$ cat src/rtl/enemy_pkg.sv
// Shared geometry defaults, FSM state type and cell-position helper for the
// invader formation controller.
package enemy_pkg;

    localparam int unsigned ROWS_DEF      = 2;
    localparam int unsigned COLS_DEF      = 9;
    localparam int unsigned X_MIN_DEF     = 8;
    localparam int unsigned X_MAX_DEF     = 60;
    localparam int unsigned Y_START_DEF   = 10;
    localparam int unsigned SPACING_X_DEF = 28;
    localparam int unsigned SPACING_Y_DEF = 25;
    localparam int unsigned SPRITE_W_DEF  = 20;
    localparam int unsigned SPRITE_H_DEF  = 20;
    localparam int unsigned Y_JUMP_DEF    = 20;
    localparam int unsigned Y_LIMIT_DEF   = 200;

    typedef enum logic [2:0] {
        IDLE,
        ERASE,
        MOVE,
        DRAW,
        CHECK,
        KILL
    } state_t;

    typedef struct packed {
        logic [31:0] dx;
        logic [31:0] dy;
    } cell_off_t;

    // Pixel offset of a row-major cell index from the formation anchor.
    function automatic cell_off_t cell_xy(input logic [31:0] idx,
                                          input logic [31:0] cols,
                                          input logic [31:0] sx,
                                          input logic [31:0] sy);
        cell_off_t o;
        o.dx = (idx % cols) * sx;
        o.dy = (idx / cols) * sy;
        return o;
    endfunction

endpackage

$ cat src/rtl/enemy_formation_if.sv
// Bullet-check and sprite-plotter handshake bundle of the formation controller.
interface enemy_formation_if #(
    parameter int unsigned X_W = 9,
    parameter int unsigned Y_W = 8
);
    logic           chk_req;
    logic [X_W-1:0] bullet_x;
    logic [Y_W-1:0] bullet_y;
    logic           chk_ack;
    logic           hit;
    logic           draw_req;
    logic [X_W-1:0] draw_x;
    logic [Y_W-1:0] draw_y;
    logic           draw_erase;
    logic           draw_done;

    modport master (
        output chk_req, bullet_x, bullet_y, draw_done,
        input  chk_ack, hit, draw_req, draw_x, draw_y, draw_erase
    );

    modport slave (
        input  chk_req, bullet_x, bullet_y, draw_done,
        output chk_ack, hit, draw_req, draw_x, draw_y, draw_erase
    );
endinterface

$ cat src/rtl/enemy_formation_next_alive_finder.sv
// Combinational priority encoder: lowest alive index at or above start.
module next_alive_finder
    import enemy_pkg::*;
#(
    parameter int unsigned N     = 18,
    parameter int unsigned IDX_W = 5
) (
    input  logic [N-1:0]   alive,
    input  logic [IDX_W:0] start,
    output logic [IDX_W-1:0] idx,
    output logic           none
);

    always_comb begin
        idx  = '0;
        none = 1'b1;
        // Descending walk so the lowest qualifying index is written last.
        for (int unsigned i = N; i > 0; i--) begin
            if (alive[i-1] && ((i - 1) >= 32'(start))) begin
                idx  = IDX_W'(i - 1);
                none = 1'b0;
            end
        end
    end

endmodule

$ cat src/rtl/enemy_formation.sv
// Invader grid controller: alive map, marching anchor, bullet hit scan, score,
// and erase/redraw sequencing towards the sprite plotter.
module enemy_formation
    import enemy_pkg::*;
#(
    parameter int unsigned ROWS      = ROWS_DEF,
    parameter int unsigned COLS      = COLS_DEF,
    parameter int unsigned X_W       = 9,
    parameter int unsigned Y_W       = 8,
    parameter int unsigned X_MIN     = X_MIN_DEF,
    parameter int unsigned X_MAX     = X_MAX_DEF,
    parameter int unsigned Y_START   = Y_START_DEF,
    parameter int unsigned SPACING_X = SPACING_X_DEF,
    parameter int unsigned SPACING_Y = SPACING_Y_DEF,
    parameter int unsigned SPRITE_W  = SPRITE_W_DEF,
    parameter int unsigned SPRITE_H  = SPRITE_H_DEF,
    parameter int unsigned Y_JUMP    = Y_JUMP_DEF,
    parameter int unsigned Y_LIMIT   = Y_LIMIT_DEF,
    parameter int unsigned STEP_DIV  = 3,
    parameter int unsigned SCORE_W   = 5
) (
    input  logic                            clk,
    input  logic                            reset,
    input  logic                            tick,
    enemy_formation_if.slave                bus,
    output logic                            busy,
    output logic [$clog2(ROWS*COLS+1)-1:0]  alive_count,
    output logic [SCORE_W-1:0]              score,
    output logic                            all_dead,
    output logic                            invaded
);

    localparam int unsigned N     = ROWS * COLS;
    localparam int unsigned IDX_W = (N > 1) ? $clog2(N) : 1;
    localparam int unsigned CNT_W = $clog2(N + 1);
    localparam int unsigned DIV_W = (STEP_DIV > 1) ? $clog2(STEP_DIV) : 1;
    localparam int unsigned YB_W  = Y_W + 2;

    state_t           state;
    logic [N-1:0]     alive;
    logic [X_W-1:0]   anchor_x;
    logic [Y_W-1:0]   anchor_y;
    logic             dir_left;
    logic [DIV_W-1:0] div_cnt;
    logic             tick_pending;
    logic [IDX_W:0]   scan_ptr;

    logic [IDX_W-1:0] fa_idx;
    logic             fa_none;

    next_alive_finder #(
        .N     (N),
        .IDX_W (IDX_W)
    ) u_finder (
        .alive (alive),
        .start (scan_ptr),
        .idx   (fa_idx),
        .none  (fa_none)
    );

    cell_off_t      off;
    logic [31:0]    cell_x_full;
    logic [31:0]    cell_y_full;
    logic [X_W-1:0] cell_x;
    logic [Y_W-1:0] cell_y;
    logic           cell_hit;

    always_comb begin
        off         = cell_xy(32'(fa_idx), COLS, SPACING_X, SPACING_Y);
        cell_x_full = 32'(anchor_x) + off.dx;
        cell_y_full = 32'(anchor_y) + off.dy;
        cell_x      = X_W'(cell_x_full);
        cell_y      = Y_W'(cell_y_full);
        cell_hit    = !fa_none
                   && (32'(bus.bullet_x) >= cell_x_full)
                   && (32'(bus.bullet_x) <= cell_x_full + SPRITE_W - 1)
                   && (32'(bus.bullet_y) >= cell_y_full)
                   && (32'(bus.bullet_y) <= cell_y_full + SPRITE_H - 1);
    end

    logic           at_edge;
    logic [X_W-1:0] next_x;
    logic [Y_W-1:0] next_y;
    logic           next_left;
    logic [YB_W-1:0] bottom;

    always_comb begin
        at_edge   = dir_left ? (anchor_x <= X_W'(X_MIN)) : (anchor_x >= X_W'(X_MAX));
        next_x    = anchor_x;
        next_y    = anchor_y;
        next_left = dir_left;
        if (at_edge) begin
            next_y    = anchor_y + Y_W'(Y_JUMP);
            next_left = !dir_left;
        end else if (dir_left) begin
            next_x = anchor_x - X_W'(1);
        end else begin
            next_x = anchor_x + X_W'(1);
        end
        // Widened so a formation near the bottom cannot wrap past the limit.
        bottom = YB_W'(next_y) + YB_W'((ROWS - 1) * SPACING_Y + SPRITE_H);
    end

    logic [CNT_W-1:0] live_n;

    always_comb begin
        live_n = '0;
        for (int unsigned i = 0; i < N; i++) begin
            live_n = live_n + CNT_W'(alive[i]);
        end
    end

    assign busy = (state != IDLE);

    always_ff @(posedge clk) begin
        if (reset) begin
            state          <= IDLE;
            alive          <= '1;
            anchor_x       <= X_W'(X_MIN);
            anchor_y       <= Y_W'(Y_START);
            dir_left       <= 1'b0;
            div_cnt        <= '0;
            tick_pending   <= 1'b0;
            scan_ptr       <= '0;
            bus.draw_req   <= 1'b0;
            bus.draw_x     <= '0;
            bus.draw_y     <= '0;
            bus.draw_erase <= 1'b0;
            bus.chk_ack    <= 1'b0;
            bus.hit        <= 1'b0;
            score          <= '0;
            alive_count    <= CNT_W'(N);
            all_dead       <= 1'b0;
            invaded        <= 1'b0;
        end else begin
            bus.chk_ack <= 1'b0;
            bus.hit     <= 1'b0;
            alive_count <= live_n;
            all_dead    <= (live_n == '0);

            case (state)
                IDLE: begin
                    scan_ptr <= '0;
                    if (bus.chk_req) begin
                        state <= CHECK;
                    end else if (tick_pending && !all_dead && !invaded) begin
                        tick_pending <= 1'b0;
                        if (div_cnt == DIV_W'(STEP_DIV - 1)) begin
                            div_cnt <= '0;
                            if (!fa_none) begin
                                state          <= ERASE;
                                bus.draw_req   <= 1'b1;
                                bus.draw_x     <= cell_x;
                                bus.draw_y     <= cell_y;
                                bus.draw_erase <= 1'b1;
                                scan_ptr       <= {1'b0, fa_idx} + (IDX_W+1)'(1);
                            end
                        end else begin
                            div_cnt <= div_cnt + DIV_W'(1);
                        end
                    end
                end

                // While a request is held, scan_ptr already points past it, so
                // the finder presents the following cell for the done cycle.
                ERASE, DRAW: begin
                    if (!bus.draw_req || bus.draw_done) begin
                        if (fa_none) begin
                            bus.draw_req <= 1'b0;
                            scan_ptr     <= '0;
                            state        <= (state == ERASE) ? MOVE : IDLE;
                        end else begin
                            bus.draw_req   <= 1'b1;
                            bus.draw_x     <= cell_x;
                            bus.draw_y     <= cell_y;
                            bus.draw_erase <= (state == ERASE);
                            scan_ptr       <= {1'b0, fa_idx} + (IDX_W+1)'(1);
                        end
                    end
                end

                MOVE: begin
                    anchor_x <= next_x;
                    anchor_y <= next_y;
                    dir_left <= next_left;
                    if (bottom >= YB_W'(Y_LIMIT)) invaded <= 1'b1;
                    scan_ptr <= '0;
                    state    <= DRAW;
                end

                CHECK: begin
                    if (fa_none) begin
                        bus.chk_ack <= 1'b1;
                        bus.hit     <= 1'b0;
                        scan_ptr    <= '0;
                        state       <= IDLE;
                    end else if (cell_hit) begin
                        alive[fa_idx]  <= 1'b0;
                        if (score != '1) score <= score + SCORE_W'(1);
                        bus.draw_req   <= 1'b1;
                        bus.draw_x     <= cell_x;
                        bus.draw_y     <= cell_y;
                        bus.draw_erase <= 1'b1;
                        state          <= KILL;
                    end else begin
                        scan_ptr <= {1'b0, fa_idx} + (IDX_W+1)'(1);
                    end
                end

                KILL: begin
                    if (bus.draw_done) begin
                        bus.draw_req <= 1'b0;
                        bus.chk_ack  <= 1'b1;
                        bus.hit      <= 1'b1;
                        scan_ptr     <= '0;
                        state        <= IDLE;
                    end
                end

                default: state <= IDLE;
            endcase

            if (tick) tick_pending <= 1'b1;
        end
    end

endmodule

$ cat src/flat_wrapper.sv
// flat-port wrapper written by rule: the top's interface ports become plain ports
module enemy_formation_flat import enemy_pkg::*;
#(
    parameter int unsigned ROWS      = ROWS_DEF,
    parameter int unsigned COLS      = COLS_DEF,
    parameter int unsigned X_W       = 9,
    parameter int unsigned Y_W       = 8,
    parameter int unsigned X_MIN     = X_MIN_DEF,
    parameter int unsigned X_MAX     = X_MAX_DEF,
    parameter int unsigned Y_START   = Y_START_DEF,
    parameter int unsigned SPACING_X = SPACING_X_DEF,
    parameter int unsigned SPACING_Y = SPACING_Y_DEF,
    parameter int unsigned SPRITE_W  = SPRITE_W_DEF,
    parameter int unsigned SPRITE_H  = SPRITE_H_DEF,
    parameter int unsigned Y_JUMP    = Y_JUMP_DEF,
    parameter int unsigned Y_LIMIT   = Y_LIMIT_DEF,
    parameter int unsigned STEP_DIV  = 3,
    parameter int unsigned SCORE_W   = 5
)
  (clk, reset, tick, busy, alive_count, score, all_dead, invaded, bus_chk_req, bus_bullet_x, bus_bullet_y, bus_draw_done, bus_chk_ack, bus_hit, bus_draw_req, bus_draw_x, bus_draw_y, bus_draw_erase);
  enemy_formation_if #(.X_W(X_W), .Y_W(Y_W)) bus_i ();
  input  logic clk;
  input  logic reset;
  input  logic tick;
  output logic busy;
  output logic [$clog2(ROWS*COLS+1)-1:0] alive_count;
  output logic [SCORE_W-1:0] score;
  output logic all_dead;
  output logic invaded;
  input wire logic [$bits(bus_i.chk_req)-1:0] bus_chk_req;
  input wire logic [$bits(bus_i.bullet_x)-1:0] bus_bullet_x;
  input wire logic [$bits(bus_i.bullet_y)-1:0] bus_bullet_y;
  input wire logic [$bits(bus_i.draw_done)-1:0] bus_draw_done;
  output wire logic [$bits(bus_i.chk_ack)-1:0] bus_chk_ack;
  output wire logic [$bits(bus_i.hit)-1:0] bus_hit;
  output wire logic [$bits(bus_i.draw_req)-1:0] bus_draw_req;
  output wire logic [$bits(bus_i.draw_x)-1:0] bus_draw_x;
  output wire logic [$bits(bus_i.draw_y)-1:0] bus_draw_y;
  output wire logic [$bits(bus_i.draw_erase)-1:0] bus_draw_erase;
  assign bus_i.chk_req = bus_chk_req;
  assign bus_i.bullet_x = bus_bullet_x;
  assign bus_i.bullet_y = bus_bullet_y;
  assign bus_i.draw_done = bus_draw_done;
  assign bus_chk_ack = bus_i.chk_ack;
  assign bus_hit = bus_i.hit;
  assign bus_draw_req = bus_i.draw_req;
  assign bus_draw_x = bus_i.draw_x;
  assign bus_draw_y = bus_i.draw_y;
  assign bus_draw_erase = bus_i.draw_erase;
  enemy_formation #(.ROWS(ROWS), .COLS(COLS), .X_W(X_W), .Y_W(Y_W), .X_MIN(X_MIN), .X_MAX(X_MAX), .Y_START(Y_START), .SPACING_X(SPACING_X), .SPACING_Y(SPACING_Y), .SPRITE_W(SPRITE_W), .SPRITE_H(SPRITE_H), .Y_JUMP(Y_JUMP), .Y_LIMIT(Y_LIMIT), .STEP_DIV(STEP_DIV), .SCORE_W(SCORE_W)) u_core (.clk(clk), .reset(reset), .tick(tick), .bus(bus_i), .busy(busy), .alive_count(alive_count), .score(score), .all_dead(all_dead), .invaded(invaded));
endmodule
$ cat config.mk
export PLATFORM = sky130hd
export DESIGN_NAME = enemy_formation_flat
export DESIGN_NICKNAME = d
export VERILOG_FILES = /design/src/rtl/enemy_pkg.sv /design/src/rtl/enemy_formation_if.sv /design/src/rtl/enemy_formation_next_alive_finder.sv /design/src/rtl/enemy_formation.sv /design/src/flat_wrapper.sv
export SDC_FILE = /design/constraint.sdc
export NUM_CORES = 1
export LEC_CHECK = 0
export ABC_AREA = 0
export CAP_MARGIN = 0
export CORE_ASPECT_RATIO = 1.75
export CORE_UTILIZATION = 60
export DETAILED_ROUTE_END_ITERATION = 8
export HOLD_SLACK_MARGIN = 0.03
export PLACE_DENSITY = 0.81
export SYNTH_ARGS = -nofsm -noshare
export SYNTH_HDL_FRONTEND = slang
export SYNTH_SLANG_ARGS = --single-unit
$ cat constraint.sdc
create_clock -name clk -period 15.8 [get_ports clk]
set_clock_uncertainty 0.05 [all_clocks]
set_input_delay 4.74 -clock clk [delete_from_list [all_inputs] [get_ports clk]]
set_output_delay 4.74 -clock clk [all_outputs]
set_load 0.05 [all_outputs]
==> results by group <==
Synth
  – Syn. warnings: 0
  – Syn Std Cell Area: 0.0112 mm2
  – Leading post-synthesis cells by instance count: 125 x inv_1, 117 x nor2_1, 116 x ha_1
  – Gate Count Post-Synth: 1,427
  – Top-count cell post-synth: inv_1
  – Synth area leaders: dfxtp_1 14%, ha_1 13%, fa_1 7.0%
  – #FFs+latches synth: 79
  – Sequential fraction of the synthesis area: 14.2%
  – Number of flops mapped to enable cells by yosys: 0
  – FFs w/ async S/R, synth: 0%
  – Mapped Nets: 1,604
  – Synth cell types: 100
  – Syn_area_per_cell: 7.82 um2
  – Area share of the largest cell type after synthesis: 14.2%
  – Ys flop type: dfxtp_1
  – Area leader, netlist: dfxtp_1

Timing
  – Hold WS: 445 ps
  – Fin Setup TNS: 0 ps
  – RSZ-0062 raised after global routing: no
  – Peak Freq: 0.0837 GHz
  – Fin crit period: 11,940 ps
  – Actual slew at the worst max-slew pin: 945 ps
  – Final Hold Fails: 0
  – Final Max Slew Viols: 0
  – Relative slew slack: 36.7%
  – Setup violations, final: 0
  – Final worst-path cycle share: 75.6%

Die
  – Initial Utilization: 61.5%
  – Placeable Area: 0.0181 mm2
  – Die Wd: 105 um
  – Cell row count: 65
  – IO Count: 56
  – DIE AREA: 0.0192 mm2
  – Die Ht: 182 um

Clocking
  – Worst-Skew Late Latency: 340 ps
  – Maximum clock path buffer count: 2
  – Clock Pin Slew Worst Setup and Hold Paths: 60 ps
  – CTS tree: done
  – CTS Sinks: 79
  – H-tree depth: 3
  – Post-cts resize count: 0
  – Clock root cell: clkbuf_16
  – Cts hold-fix bufs: 0
  – Number of buffers added for setup after CTS: 0
  – CTS Buf Count: 9

Place
  – Placer Congestion: 1.06
  – PortBufs: 55
  – Post-DP Area: 0.0117 mm2
  – DP HPWL: 25.8 mm

Worst setup path
  – CP max-delay cell: o2111a_1
  – Critical Path AT: 12,120 ps
  – Biggest cell delay along the critical path: 780 ps
  – Crit Path Category: flop to flop
  – CP most frequent cell: nor2_1
  – CP Capture Type: flop
  – R2R Path Start: u_core.scan_ptr[2]
  – Startpoint class of the critical path: flop
  – CP max FO: 24
  – Req. time, crit path: 15,970 ps
  – CP Launch Point: u_core.scan_ptr[2]

Routing
  – Wire per inst: 19.3 um
  – WL final: 32.6 mm
  – Post-route antenna net violation count: 0
  – Vias per Instance: 6.52
  – Vias: 11,000
  – Initial drt markers: 712
  – # DRC: 0
  – Pre-antenna DRT Iters: 5

Layout
  – Area growth, synth to finish: 7.90%
  – Fin area: 0.0120 mm2
  – Share of cells above drive strength 1: 6.13%
  – NumNets Final: 1,624
  – Number of diodes: 0
  – Util after Layout: 66.4%

Hold path
  – HP Class: flop to flop
  – Worst hold start: u_core.tick_pending

Power
  – Power Dens Cells: 39.7 mW/mm2
  – Cell leakage power: 5.13 nW
  – Max rail drop VDD: 0.119 mV

Global routing
  – First-pass GRT wire length: 53.4 mm
  – Antenna violations before repair: 0
  – Pin count of the biggest net entering global routing: 85
  – Number of global-route vias before repair: 11,000
  – Total track usage: 34.5%
  – Grt total ovfl: 0

Outcome
  – Status: finished, final reports clean

Flow run
  – Max_cap viols: 0
==> worst max-delay path, delay by kind of cell (launching register included) <==
family	cells	cell delay (ps)
compound gates	11	3010
flops	1	660
fa+ha+maj	5	1780
simple gates	17	4710
mux	2	600
xor+xnor	2	610
buf+inv	3	390
==> per-stage QoR <==
stage	power, mW	std cells	setup WS [ps]
CTS	0.479	1686	4080
finish	0.478	1686	3860
global route	0.495	1686	2920
detailed placement	0.277	1670	4140
global placement	0.275	1670	4550
floorplan	0.256	1427	6270
==> flip-flops by register name, indices dropped and copies added (netlist names) <==
signal and cells:
u_core.alive 18, u_core.anchor_x 9, u_core.bus.draw_x 9, u_core.bus.draw_y 8
u_core.anchor_y 6, u_core.scan_ptr 6, u_core.alive_count 5, u_core.score 5
u_core.state 3, u_core.div_cnt 2, u_core.all_dead 1, u_core.bus.chk_ack 1
u_core.bus.draw_erase 1, u_core.bus.draw_req 1, u_core.bus.hit 1, u_core.dir_left 1
u_core.invaded 1, u_core.tick_pending 1
==> cell type report <==
class | count | area (um2)
clock buffers | 10 | 229
well taps | 234 | 293
flip-flops and latches | 79 | 1580
clock inverters | 6 | 61.3
multi-input cells | 1171 | 8810
fillers | 1602 | 6100
repair buffers | 61 | 591
inverters | 125 | 469
==> layout by cell type (no fill, tap or decap), types with 6 or more instances in the layout <==
cell / n
a211o_1: 8
a211oi_1: 18
a211oi_2: 9
a21o_1: 48
a21oi_1: 97
a22oi_1: 6
a31oi_1: 28
and2_1: 15
and3_1: 8
and4_1: 7
buf_4: 6
clkbuf_16: 9
clkdlybuf4s50_1: 54
dfxtp_1: 79
fa_1: 39
ha_1: 116
inv_1: 125
mux2i_1: 23
nand2_1: 76
nand2b_1: 32
nand3_1: 41
nand4_1: 28
nor2_1: 117
nor2b_1: 19
nor3_1: 53
nor3b_1: 7
nor4_1: 9
nor4b_1: 6
o211a_1: 6
o211ai_1: 19
o21a_1: 19
o21ai_0: 57
o221ai_1: 6
o22ai_1: 8
o31ai_1: 11
or2_2: 13
or3_1: 30
xnor2_1: 50
xor2_1: 23
==> final timing paths <==
path,slack [ps],depth (start not counted),to
max,3860,40,u_core.score[0]
min,440,2,u_core.tick_pending
max reg2reg,3860,40,u_core.score[0]
min reg2reg,440,2,u_core.tick_pending
==> cell families after synthesis <==
logic type               after synthesis  share of synthesized area, %
AO/OA/AOI/OAI                        415                          26.4
multiplexers                          28                          2.60
flip-flops                            79                          14.2
XOR/XNOR                              74                          5.88
AND/OR/NAND/NOR                      499                          24.1
buffers and inverters                177                          6.87
adder cells (fa/ha/maj)              155                          20.0
==> routing by layer <==
metal,track usage [%],up-vias,routed length [um]
met5,0,-,0
met4,23.3,0,2230
met3,2.57,143,1030
met2,66.8,383,17200
met1,34.7,5197,12100
li1,-,5275,-
==> where the power goes <==
| group | internal [mW] | switching [mW] |
|---|---|---|
| sequential | 0.201 | 0.00316 |
| combinational | 0.0287 | 0.0407 |
| clock | 0.122 | 0.0824 |
| total | 0.352 | 0.126 |
Note: power is estimated with default switching activity, not from simulation.
